### src/rtl/cdc_handshake_rx_if.sv
// Handshake bundle between the CDC synchronizer/payload source and the receiver.
// The receiver takes the slave side of this bundle.
interface cdc_handshake_rx_if #(
    parameter int unsigned BUS_WIDTH = 66
);
    logic                 REQ_TGL;
    logic [BUS_WIDTH-1:0] DATA_IN;
    logic                 OUT_READY;
    logic                 ERR_CLR;
    logic [BUS_WIDTH-1:0] OUT_DATA;
    logic                 OUT_VALID;
    logic                 ACK_TGL;
    logic                 BUSY;
    logic                 ERR_OVERRUN;

    modport master (
        output REQ_TGL, DATA_IN, OUT_READY, ERR_CLR,
        input  OUT_DATA, OUT_VALID, ACK_TGL, BUSY, ERR_OVERRUN
    );

    modport slave (
        input  REQ_TGL, DATA_IN, OUT_READY, ERR_CLR,
        output OUT_DATA, OUT_VALID, ACK_TGL, BUSY, ERR_OVERRUN
    );
endinterface

### src/rtl/cdc_handshake_rx.sv
// Destination side of the toggle req/ack CDC handshake: waits out the payload settle window,
// captures the payload, offers it on valid/ready and returns an ack toggle.
module cdc_handshake_rx #(
    parameter int unsigned BUS_WIDTH     = 66,
    parameter int unsigned SETTLE_CYCLES = 1
) (
    input logic               CLK,
    input logic               RST,
    cdc_handshake_rx_if.slave bus
);

    localparam logic [7:0] SETTLE_INIT = 8'(SETTLE_CYCLES);

    typedef enum logic [1:0] {StIdle, StSettle, StValid} state_e;

    state_e               state_q, state_d;
    logic                 req_prev_q;
    logic [7:0]           cnt_q, cnt_d;
    logic [BUS_WIDTH-1:0] data_q, data_d;
    logic                 valid_q, valid_d;
    logic                 ack_q, ack_d;
    logic                 err_q, err_d;
    logic                 req_evt;

    assign req_evt = bus.REQ_TGL ^ req_prev_q;

    always_comb begin
        state_d = state_q;
        cnt_d   = cnt_q;
        data_d  = data_q;
        valid_d = valid_q;
        ack_d   = ack_q;
        unique case (state_q)
            StIdle: begin
                if (req_evt) begin
                    state_d = StSettle;
                    cnt_d   = SETTLE_INIT;
                end
            end
            StSettle: begin
                if (cnt_q != 8'd0) begin
                    cnt_d = cnt_q - 8'd1;
                end else begin
                    data_d  = bus.DATA_IN;
                    valid_d = 1'b1;
                    state_d = StValid;
                end
            end
            StValid: begin
                if (bus.OUT_READY) begin
                    ack_d   = ~ack_q;
                    valid_d = 1'b0;
                    state_d = StIdle;
                end
            end
            default: state_d = StIdle;
        endcase
        // A new toggle outside IDLE is dropped; setting the flag beats a same-cycle clear.
        err_d = (err_q & ~bus.ERR_CLR) | (req_evt & (state_q != StIdle));
    end

    always_ff @(posedge CLK or negedge RST) begin
        if (!RST) begin
            state_q    <= StIdle;
            req_prev_q <= 1'b0;
            cnt_q      <= 8'd0;
            data_q     <= '0;
            valid_q    <= 1'b0;
            ack_q      <= 1'b0;
            err_q      <= 1'b0;
        end else begin
            state_q    <= state_d;
            req_prev_q <= bus.REQ_TGL;
            cnt_q      <= cnt_d;
            data_q     <= data_d;
            valid_q    <= valid_d;
            ack_q      <= ack_d;
            err_q      <= err_d;
        end
    end

    assign bus.OUT_DATA    = data_q;
    assign bus.OUT_VALID   = valid_q;
    assign bus.ACK_TGL     = ack_q;
    assign bus.BUSY        = (state_q != StIdle);
    assign bus.ERR_OVERRUN = err_q;

endmodule

### src/flat_wrapper.sv
// flat-port wrapper written by rule: the top's interface ports become plain ports
module cdc_handshake_rx_flat 
#(
    parameter int unsigned BUS_WIDTH     = 66,
    parameter int unsigned SETTLE_CYCLES = 1
)
  (CLK, RST, bus_REQ_TGL, bus_DATA_IN, bus_OUT_READY, bus_ERR_CLR, bus_OUT_DATA, bus_OUT_VALID, bus_ACK_TGL, bus_BUSY, bus_ERR_OVERRUN);
  cdc_handshake_rx_if #(.BUS_WIDTH(BUS_WIDTH)) bus_i ();
  input logic CLK;
  input logic RST;
  input wire logic [$bits(bus_i.REQ_TGL)-1:0] bus_REQ_TGL;
  input wire logic [$bits(bus_i.DATA_IN)-1:0] bus_DATA_IN;
  input wire logic [$bits(bus_i.OUT_READY)-1:0] bus_OUT_READY;
  input wire logic [$bits(bus_i.ERR_CLR)-1:0] bus_ERR_CLR;
  output wire logic [$bits(bus_i.OUT_DATA)-1:0] bus_OUT_DATA;
  output wire logic [$bits(bus_i.OUT_VALID)-1:0] bus_OUT_VALID;
  output wire logic [$bits(bus_i.ACK_TGL)-1:0] bus_ACK_TGL;
  output wire logic [$bits(bus_i.BUSY)-1:0] bus_BUSY;
  output wire logic [$bits(bus_i.ERR_OVERRUN)-1:0] bus_ERR_OVERRUN;
  assign bus_i.REQ_TGL = bus_REQ_TGL;
  assign bus_i.DATA_IN = bus_DATA_IN;
  assign bus_i.OUT_READY = bus_OUT_READY;
  assign bus_i.ERR_CLR = bus_ERR_CLR;
  assign bus_OUT_DATA = bus_i.OUT_DATA;
  assign bus_OUT_VALID = bus_i.OUT_VALID;
  assign bus_ACK_TGL = bus_i.ACK_TGL;
  assign bus_BUSY = bus_i.BUSY;
  assign bus_ERR_OVERRUN = bus_i.ERR_OVERRUN;
  cdc_handshake_rx #(.BUS_WIDTH(BUS_WIDTH), .SETTLE_CYCLES(SETTLE_CYCLES)) u_core (.CLK(CLK), .RST(RST), .bus(bus_i));
endmodule
### config.mk
export PLATFORM = sky130hd
export DESIGN_NAME = cdc_handshake_rx_flat
export DESIGN_NICKNAME = d
export VERILOG_FILES = /design/src/rtl/cdc_handshake_rx_if.sv /design/src/rtl/cdc_handshake_rx.sv /design/src/flat_wrapper.sv
export SDC_FILE = /design/constraint.sdc
export NUM_CORES = 1
export LEC_CHECK = 0
export ABC_AREA = 1
export CAP_MARGIN = 10
export CORE_ASPECT_RATIO = 1.25
export CORE_UTILIZATION = 46
export CTS_CLUSTER_SIZE = 10
export DETAILED_ROUTE_END_ITERATION = 12
export PLACE_DENSITY = 0.85
export RECOVER_POWER = 50
export SYNTH_ARGS = -nofsm -noshare
export SYNTH_HDL_FRONTEND = slang
export SYNTH_SLANG_ARGS = --single-unit
export TNS_END_PERCENT = 5
### constraint.sdc
create_clock -name CLK -period 3 [get_ports CLK]
set_clock_uncertainty 0.1 [all_clocks]
set_input_delay 0.6 -clock CLK [delete_from_list [all_inputs] [get_ports CLK]]
set_output_delay 0.6 -clock CLK [all_outputs]
set_load 0.05 [all_outputs]
==> impl_metrics.ini, run 1 <==
[run_status]
status = complete, but fails checks
violations = capacitance limit, slew limit

[clock_network]
clockBufferDepth = 2
clk_pin_slew_ns = 0.08
cts_tree = done
cts_sinks = 80
numCtsBuffers = 9
htreeDepth = 3
ctsResizeCount = 0
cts_hold_buf = 0
clock_latency_ns = 0.33
post_cts_buffers = 0
root_buffer = clkbuf_8

[synth]
synthCells = 383
yosysSeqAreaShare = 0.5900
syn-cell-area_um2 = 3393
yosysWarnings = 0
synth_top_area_cell = dfrtp_1
synth-seq-cells = 80
synth_top_area_frac = 0.5900
synth_fp_nets = 456
ys_types = 22
syn_avg_cell_area_um2 = 8.860
yosys-top-cells-area = dfrtp_1 (59%), nand2_1 (17%), nand3_1 (11%)

[timing]
slew_headroom = -0.3096
min_period_ns = 2.411
rsz0062_at_grt = false
final-hold-violation-count = 0
setup_violations = 0
maxSlewViolCount = 81
tns_ns = 0
fmax_mhz = 414.8
finalCritPeriodShare = 0.8036
worstMarginPinSlew_ns = 1.964

[grt]
track_usage = 0.2410
grt_overflow = 0
grt_pass1_vias = 3076
grt_pass1_wl_um = 14520
grt_start_max_net_pins = 81
antenna_found_initial = 0

[die]
initial_core_util = 0.4805
rows = 34
ios = 141
coreArea_um2 = 7062
die-area_um2 = 7726
dieWidth_um = 78.82
chipHeight_um = 98.03

[placement]
port_buffers = 140
gp_congestion = 0.9469
hpwlAfterDp_um = 6057
placed_cell_area_um2 = 4776

[detailed_routing]
drt-total-wl_um = 8701
wl_per_cell_um = 14.24
drt_iter0_markers = 173
drc = 0
vias = 3110
drt-pass1-iter-count = 6
routed_via_density = 5.090
ant_nets = 0

[setup_path]
slowest_stage = nand2_1
end_kind = register
max_stage_delay_ns = 0.54
worstPathMaxFanout = 48
crit_top_cell = nand2_1
worstSetupPathType = register to register
path_cells = inv_1 -> ha_1 -> nand2_1 -> nor2_1 -> nand2_1 -> nand2_2 -> nand2_1 -> buf_4 -> nand2_1 -> nand2_1
rr_worst_depth = 10
arrival_ns = 2.58
r2r_start = u_core.cnt_q[0]
r2r_slack_ns = 0.59
setup.worst_path.start_class = register
cp.required_ns = 3.17
r2r_end = u_core.bus.OUT_DATA[55]

[final_layout]
multi_input_area_um2 = 1179
seq_area_um2 = 2002
syn2layout_area_growth_pct = 46.79
diodes = 0
drive_above_1_share = 0.05182
n_fill_cell = 551
final_common_cell = nand2_1
design_area_um2 = 4981
nets = 589
layout_common_cells = nand2_1 (157), clkdlybuf4s50_1 (126), dfrtp_1 (80), nand3_1 (75), nor2_1 (15)

[min_path]
hold-path-cell-count = 2
holdPathEnd = u_core.bus.OUT_DATA[57]
hp-class = register to register
min_from = u_core.bus.OUT_DATA[57]

[flow_run]
cap_viol_max_count = 1
-- worst max path at each step --
stage | from | endpoint | slack (ns) | cells past startpoint
2_1_floorplan | u_core.cnt_q[0] | u_core.bus.OUT_DATA[10] | 1.43 | 11
3_3_place_gp | u_core.cnt_q[0] | u_core.cnt_q[0] | 0.85 | 10
3_5_place_dp | u_core.cnt_q[0] | u_core.cnt_q[0] | 0.70 | 10
4_1_cts | u_core.state_q[1] | bus_BUSY | 0.58 | 3
5_1_grt | u_core.cnt_q[0] | u_core.bus.OUT_DATA[8] | 0.37 | 10
6_report | u_core.cnt_q[0] | u_core.bus.OUT_DATA[55] | 0.59 | 10
-- routing by layer --
| metal | vias to the layer above | routed length, um | global-route usage |
|---|---|---|---|
| li1 | 1479 | - | - |
| met1 | 1491 | 3497 | 0.2991 |
| met2 | 122 | 4459 | 0.4067 |
| met3 | 18 | 516 | 0.05421 |
| met4 | 0 | 227 | 0.09371 |
| met5 | - | 0 | 0 |
-- critical path, delay by kind of cell, from the launching register on --
kind | cells | cell delay (ns)
and+or+nand+nor | 7 | 1.03
buffers and inverters | 2 | 0.62
DFF | 1 | 0.35
adders and majority gates | 1 | 0.21
-- through the flow --
stage                       util  instances  setup WS (ns)  hold slack (ns)
after floorplan                -        383          1.434           0.2044
after global placement    0.6763        595         0.8480           0.3521
after detailed placement  0.6763        595         0.7039           0.3580
after CTS                 0.7064        611         0.5774           0.3456
after global routing      0.7054        611         0.3740           0.3974
final                     0.7054        611         0.5891           0.3670
-- final cells by class --
type | count | area share
clock buffers | 11 | 0.02638
clock inverters | 5 | 0.01633
inverters | 13 | 0.009797
multi-input cells | 268 | 0.2366
flip-flops and latches | 80 | 0.4019
well taps | 90 | 0.02261
repair buffers | 144 | 0.2864
-- sequential cells by signal, summed over array words and instances (netlist names) --
register	flops
u_core.bus.ACK_TGL	1
u_core.bus.OUT_DATA	66
u_core.bus.OUT_VALID	1
u_core.bus.ERR_OVERRUN	1
u_core.state_q	2
u_core.cnt_q	8
u_core.req_prev_q	1
-- synthesized netlist by cell type (all sizes together) --
library cell / number
o21bai: 1
ha: 2
clkbuf: 1
buf: 21
xnor2: 2
or2: 1
o21ai: 4
dfrtp: 80
nor2: 17
nand2: 160
nand3: 75
inv: 13
nand4: 3
xor2: 3
-- cell families after synthesis --
kind of cell               synth area share
xor gates and xnor gates            0.01291
and+or+nand+nor                      0.3204
DFF                                  0.5900
adders and majority gates          0.007373
AOI/OAI and AO/OA                  0.008110
buffers and inverters               0.06121
Power of run 1 is not shown: default switching activity piles up to over one toggle a cycle in this logic, so the estimate is an artifact.
==> run 2: changes to the inputs <==
- CORE_UTILIZATION: 46 -> 39
- PLACE_DENSITY: 0.85 -> 0.77
- clock period: 3 -> 2.2 ns (I/O delays scaled with it)
==> run 2 against run 1 <==
Compared with the run above: the run now ends clean; die area is 18% higher; design area is 0.43% higher; core utilization is 11 points lower; global-route usage is 4.1 points lower; setup slack worse by 0.47 ns; final cell count is 2.1% higher; wire length is 0.79% lower; non-clock buffer count is 6 higher; critical path depth is 9 lower; largest cell class unchanged.
==> impl_metrics.ini, run 2 (synthesis gave the netlist of run 1 again) <==
[run_status]
status = completed

[setup_path]
r2r_end = u_core.cnt_q[1]
r2r_start = u_core.state_q[1]
r2r_slack_ns = 0.21
arrival_ns = 1.54
critical-path-top-delay-family = buffers and inverters
path_cells = clkdlybuf4s50_1
worstPathMaxFanout = 2
cp.required_ns = 1.66
end_kind = output pin
rr_worst_depth = 5
max_stage_delay_ns = 0.82
worstSetupPathType = register to output pin
worst-path-buf-inv = 1
setup.worst_path.start_class = register
slowest_stage = clkdlybuf4s50_1

[timing]
finalCritPeriodShare = 0.9447
tns_ns = 0
min_period_ns = 2.078
maxSlewViolCount = 0
fmax_mhz = 481.1
setup_violations = 0
final-hold-violation-count = 0
slew_headroom = 0.4611
worstMarginPinSlew_ns = 0.8084
rsz0062_at_grt = false
setup_slack_ns = 0.1216

[clock_network]
numCtsBuffers = 9
root_buffer = clkbuf_8
cts_sinks = 80
htreeDepth = 3
post_cts_buffers = 0
cts_tree = done
clockBufferDepth = 2
clk_pin_slew_ns = 0.07
clock_latency_ns = 0.34

[final_layout]
nets = 595
final_common_cell = nand2_1
syn2layout_area_growth_pct = 47.42
largest_register_ffs = 66
finalNonFillerCells = 624
drive_above_1_share = 0.06641
diodes = 0
layout_common_cells = nand2_1 (155), clkdlybuf4s50_1 (136), dfrtp_1 (80), nand3_1 (75), nor2_1 (15)

[flow_run]
cap_viol_max_count = 0

[min_path]
min_from = u_core.bus.OUT_DATA[5]
hold-path-cell-count = 2
hp-class = register to register
holdPathEnd = u_core.bus.OUT_DATA[5]

[detailed_routing]
wl_per_cell_um = 13.83
drt_iter0_markers = 198
drt-pass1-iter-count = 4
drc = 0
drt-total-wl_um = 8632
vias = 3043
ant_nets = 0
routed_via_density = 4.877

[placement]
pre_cts_ws_ns = 0.2993
dp.cells = 607
hpwlAfterDp_um = 6096
gp_congestion = 0.7988
port_buffers = 140

[die]
dieWidth_um = 85.43
chipHeight_um = 106.3
die-area_um2 = 9080
coreArea_um2 = 8333
rows = 37
ios = 141
initial_core_util = 0.4072

[grt]
track_usage = 0.1998
antenna_found_initial = 0
grt_overflow = 0
grt_pass1_vias = 3058
grt_pass1_wl_um = 14240
grt_start_max_net_pins = 71
[run 2: changes by cell type in the layout (fill, tap and decap cells not counted), sizes merged]
cell,change
clkdlybuf4s50,+10
bufinv,-2
dlygate4sd3,-10
clkinv,-1
clkbuf,+9
[run 2: worst max-delay path by stage]
stage | startpoint | end | slack, ns | cells past startpoint
6_report | u_core.bus.ACK_TGL | bus_ACK_TGL | 0.12 | 1
3_3_place_gp | bus_REQ_TGL | u_core.cnt_q[6] | 0.40 | 6
5_1_grt | u_core.cnt_q[0] | u_core.bus.OUT_DATA[61] | 0.04 | 10
2_1_floorplan | u_core.cnt_q[0] | u_core.bus.OUT_DATA[10] | 0.63 | 11
4_1_cts | u_core.bus.ACK_TGL | bus_ACK_TGL | 0.09 | 1
3_5_place_dp | bus_REQ_TGL | u_core.cnt_q[6] | 0.30 | 6
[run 2: metrics by stage]
| step | hold WS [ns] | cell area [um2] | utilization |
|---|---|---|---|
| finish | 0.3720 | 5002 | 0.6003 |
| CTS | 0.3763 | 5040 | 0.6048 |
| floorplan | 0.04441 | 3393 | - |
| global placement | 0.3007 | 4845 | 0.5814 |
| detailed placement | 0.3078 | 4845 | 0.5814 |
| global route | 0.3956 | 5002 | 0.6003 |
[run 2: routing by layer]
metal | GRT usage | vias up | wire length (um) | share of wire
li1 | - | 1486 | - | -
met5 | 0 | - | 0 | 0
met1 | 0.2389 | 1437 | 3710 | 0.43
met3 | 0.03416 | 16 | 424 | 0.049
met4 | 0.1071 | 0 | 238 | 0.028
met2 | 0.3411 | 104 | 4260 | 0.49
[run 2: area by class of cell]
type	instances	area [um2]
well taps	97	121.4
clock inverters	2	12.51
clock buffers	14	172.7
repair buffers	150	1461
fillers	704	3331
multi-input cells	268	1184
inverters	13	48.80
flip-flops and latches	80	2002
[run 2: what timing repair did]
item / CTS / global route
gates resized for setup: 0 / 0
hold endpoints to repair: 30 / 0
hold buffers: 1 / 0
Power of run 2 is left out for the same reason.
==> patch, RTL diff (flow settings as in run 2) <==
`BUS_WIDTH` is set to 66 in 3 places; all go to 132.
--- a/src/rtl/cdc_handshake_rx_if.sv
+++ b/src/rtl/cdc_handshake_rx_if.sv
@@ -2,5 +2,5 @@
 // The receiver takes the slave side of this bundle.
 interface cdc_handshake_rx_if #(
-    parameter int unsigned BUS_WIDTH = 66
+    parameter int unsigned BUS_WIDTH = 132
 );
     logic                 REQ_TGL;
--- a/src/rtl/cdc_handshake_rx.sv
+++ b/src/rtl/cdc_handshake_rx.sv
@@ -2,5 +2,5 @@
 // captures the payload, offers it on valid/ready and returns an ack toggle.
 module cdc_handshake_rx #(
-    parameter int unsigned BUS_WIDTH     = 66,
+    parameter int unsigned BUS_WIDTH     = 132,
     parameter int unsigned SETTLE_CYCLES = 1
 ) (
--- a/src/flat_wrapper.sv
+++ b/src/flat_wrapper.sv
@@ -2,5 +2,5 @@
 module cdc_handshake_rx_flat 
 #(
-    parameter int unsigned BUS_WIDTH     = 66,
+    parameter int unsigned BUS_WIDTH     = 132,
     parameter int unsigned SETTLE_CYCLES = 1
 )
Interface: changed (resized bus_DATA_IN and bus_OUT_DATA); port bits go from 141 to 273. No check against the original RTL was run, so the function may have changed too.
==> patch against run 2 <==
- worst setup slack worse by 0.079 ns
- sequential cell count up 66
- cell area up 87%
- count of clock-buffer cells in the layout up 6
- critical path type unchanged
- routed wire length up 97%
- synthesized area up 76%
- largest cell class unchanged
Power is not shown: default switching activity piles up to over one toggle a cycle in this logic, so the estimate is an artifact.
==> patch: results (changes against run 2) <==
port bufs: 272 (+94%)
largest net degree at the start of global routing: 85 (+20%)
fill count: 1305 (+85%)
htree depth: 4 (+1)
crit path DAT: 1.62 ns (+0.08 ns)
critical path's largest stage delay: 0.84 ns (+0.02 ns)
Detailed Routing Iterations Pass 1: 5 (+1)
Synth top cells by count: 288 x nand2_1, 146 x dfrtp_1, 141 x nand3_1, 26 x buf_2, 15 x nor2_1
initial antenna violation count: 1 (+1)
synth top area cells: dfrtp_1 61%, nand2_1 18%, nand3_1 12%, buf_2 2.2%, buf_6 1.5%
Hold Path End: u_core.bus.OUT_DATA[17]
first-pass GRT wire length: 27.21 mm (+91%)
Max-slew headroom: 0.08786 (-0.3732)
ratio of cells with drive above 1 in the final layout: 0.05739 (-0.009028)
FFs w/ async S/R, synth: 1.000 (unchanged)
worst skew pair latency: 0.42 ns (+0.08 ns)
DRT iter0 DRCs: 370 (+87%)
Total GRT Usage: 0.2185 (+0.01869)
sequential area share after synthesis: 0.6106 (+0.02065)
Netlist cell types: 23 (+4.5%)
Num CTS Buffers: 17 (+8)
clk buf depth: 2 (unchanged)
vias: 5415 (+78%)
outcome: finished, final reports clean
Synthesized Nets: 808 (+77%)
per-cell routed wire length: 15.15 um (+9.5%)
clock root buffer: clkbuf_16
HP Start: u_core.bus.OUT_DATA[17]
yosys synthesis warning count: 0 (unchanged)
Final #Nets: 1067 (+79%)
RePlAce Congestion: 0.8095 (+1.3%)
dpl hpwl: 11.29 mm (+85%)
number of flip-flops under the largest register name: 132 (+100%)
[patch: changes by cell type after synthesis, sizes merged]
cell    before  now
nand3       75  141
dfrtp       80  146
nand2      160  292
buf         21   39
clkbuf       1    5
[patch: layout make-up]
cell class,instances,area share
sequential,146,0.3896
antenna,1,0.0002668
clock buffer,20,0.04870
clock inverter,12,0.01294
inverter,13,0.005203
tap,182,0.02428
multi-input combinational,466,0.2151
timing repair buffer,284,0.3039
[patch: cell families after synthesis]
logic type                 synth area share
and+or+nand+nor                      0.3202
DFF                                  0.6106
buffers and inverters               0.05312
AOI/OAI and AO/OA                  0.004601
xor gates and xnor gates           0.007320
adders and majority gates          0.004182
[patch: worst max path at each step]
stage	depth (start not counted)	from	slack [ns]	endpoint
final	1	u_core.bus.OUT_DATA[131]	0.04	bus_OUT_DATA[131]
after global routing	1	u_core.bus.OUT_DATA[131]	0.002	bus_OUT_DATA[131]
after CTS	1	u_core.bus.OUT_DATA[123]	0.03	bus_OUT_DATA[123]
after detailed placement	10	u_core.cnt_q[0]	0.24	u_core.cnt_q[5]
after global placement	10	u_core.cnt_q[0]	0.30	u_core.cnt_q[0]
after floorplan	11	u_core.cnt_q[0]	0.59	u_core.bus.OUT_DATA[32]
[patch: metrics by stage]
step                  util  std cells  area (sq um)  hold slack [ns]  setup slack (ns)
floorplan                -        669          5983          0.04441            0.5938
global placement    0.5887       1090          8838           0.3246            0.2953
detailed placement  0.5887       1090          8838           0.3351            0.2437
CTS                 0.6278       1123          9427           0.3724           0.02788
global route        0.6244       1123          9375           0.3837          0.001644
finish              0.6246       1124          9378           0.3675           0.04298
[patch: repair_timing]
action | in CTS | in global routing
hold endpoints to repair | 45 | 0
gates resized for setup | 0 | 2
hold buffers | 1 | 0
buffers inserted | 0 | 0
setup endpoints to repair | 0 | 2
[patch: per-layer routing]
| layer | vias to the layer above | wire (um) | track usage |
|---|---|---|---|
| met3 | 31 | 986 | 0.05322 |
| met2 | 187 | 8742 | 0.3759 |
| met5 | - | 0 | 0 |
| met1 | 2548 | 6874 | 0.2588 |
| li1 | 2649 | - | - |
| met4 | 0 | 419 | 0.09474 |
[patch: worst min-delay path, stage by stage (launching register included)]
cell     delay, ns
dfrtp_1       0.34
nand2_1       0.05
nand2_1       0.04
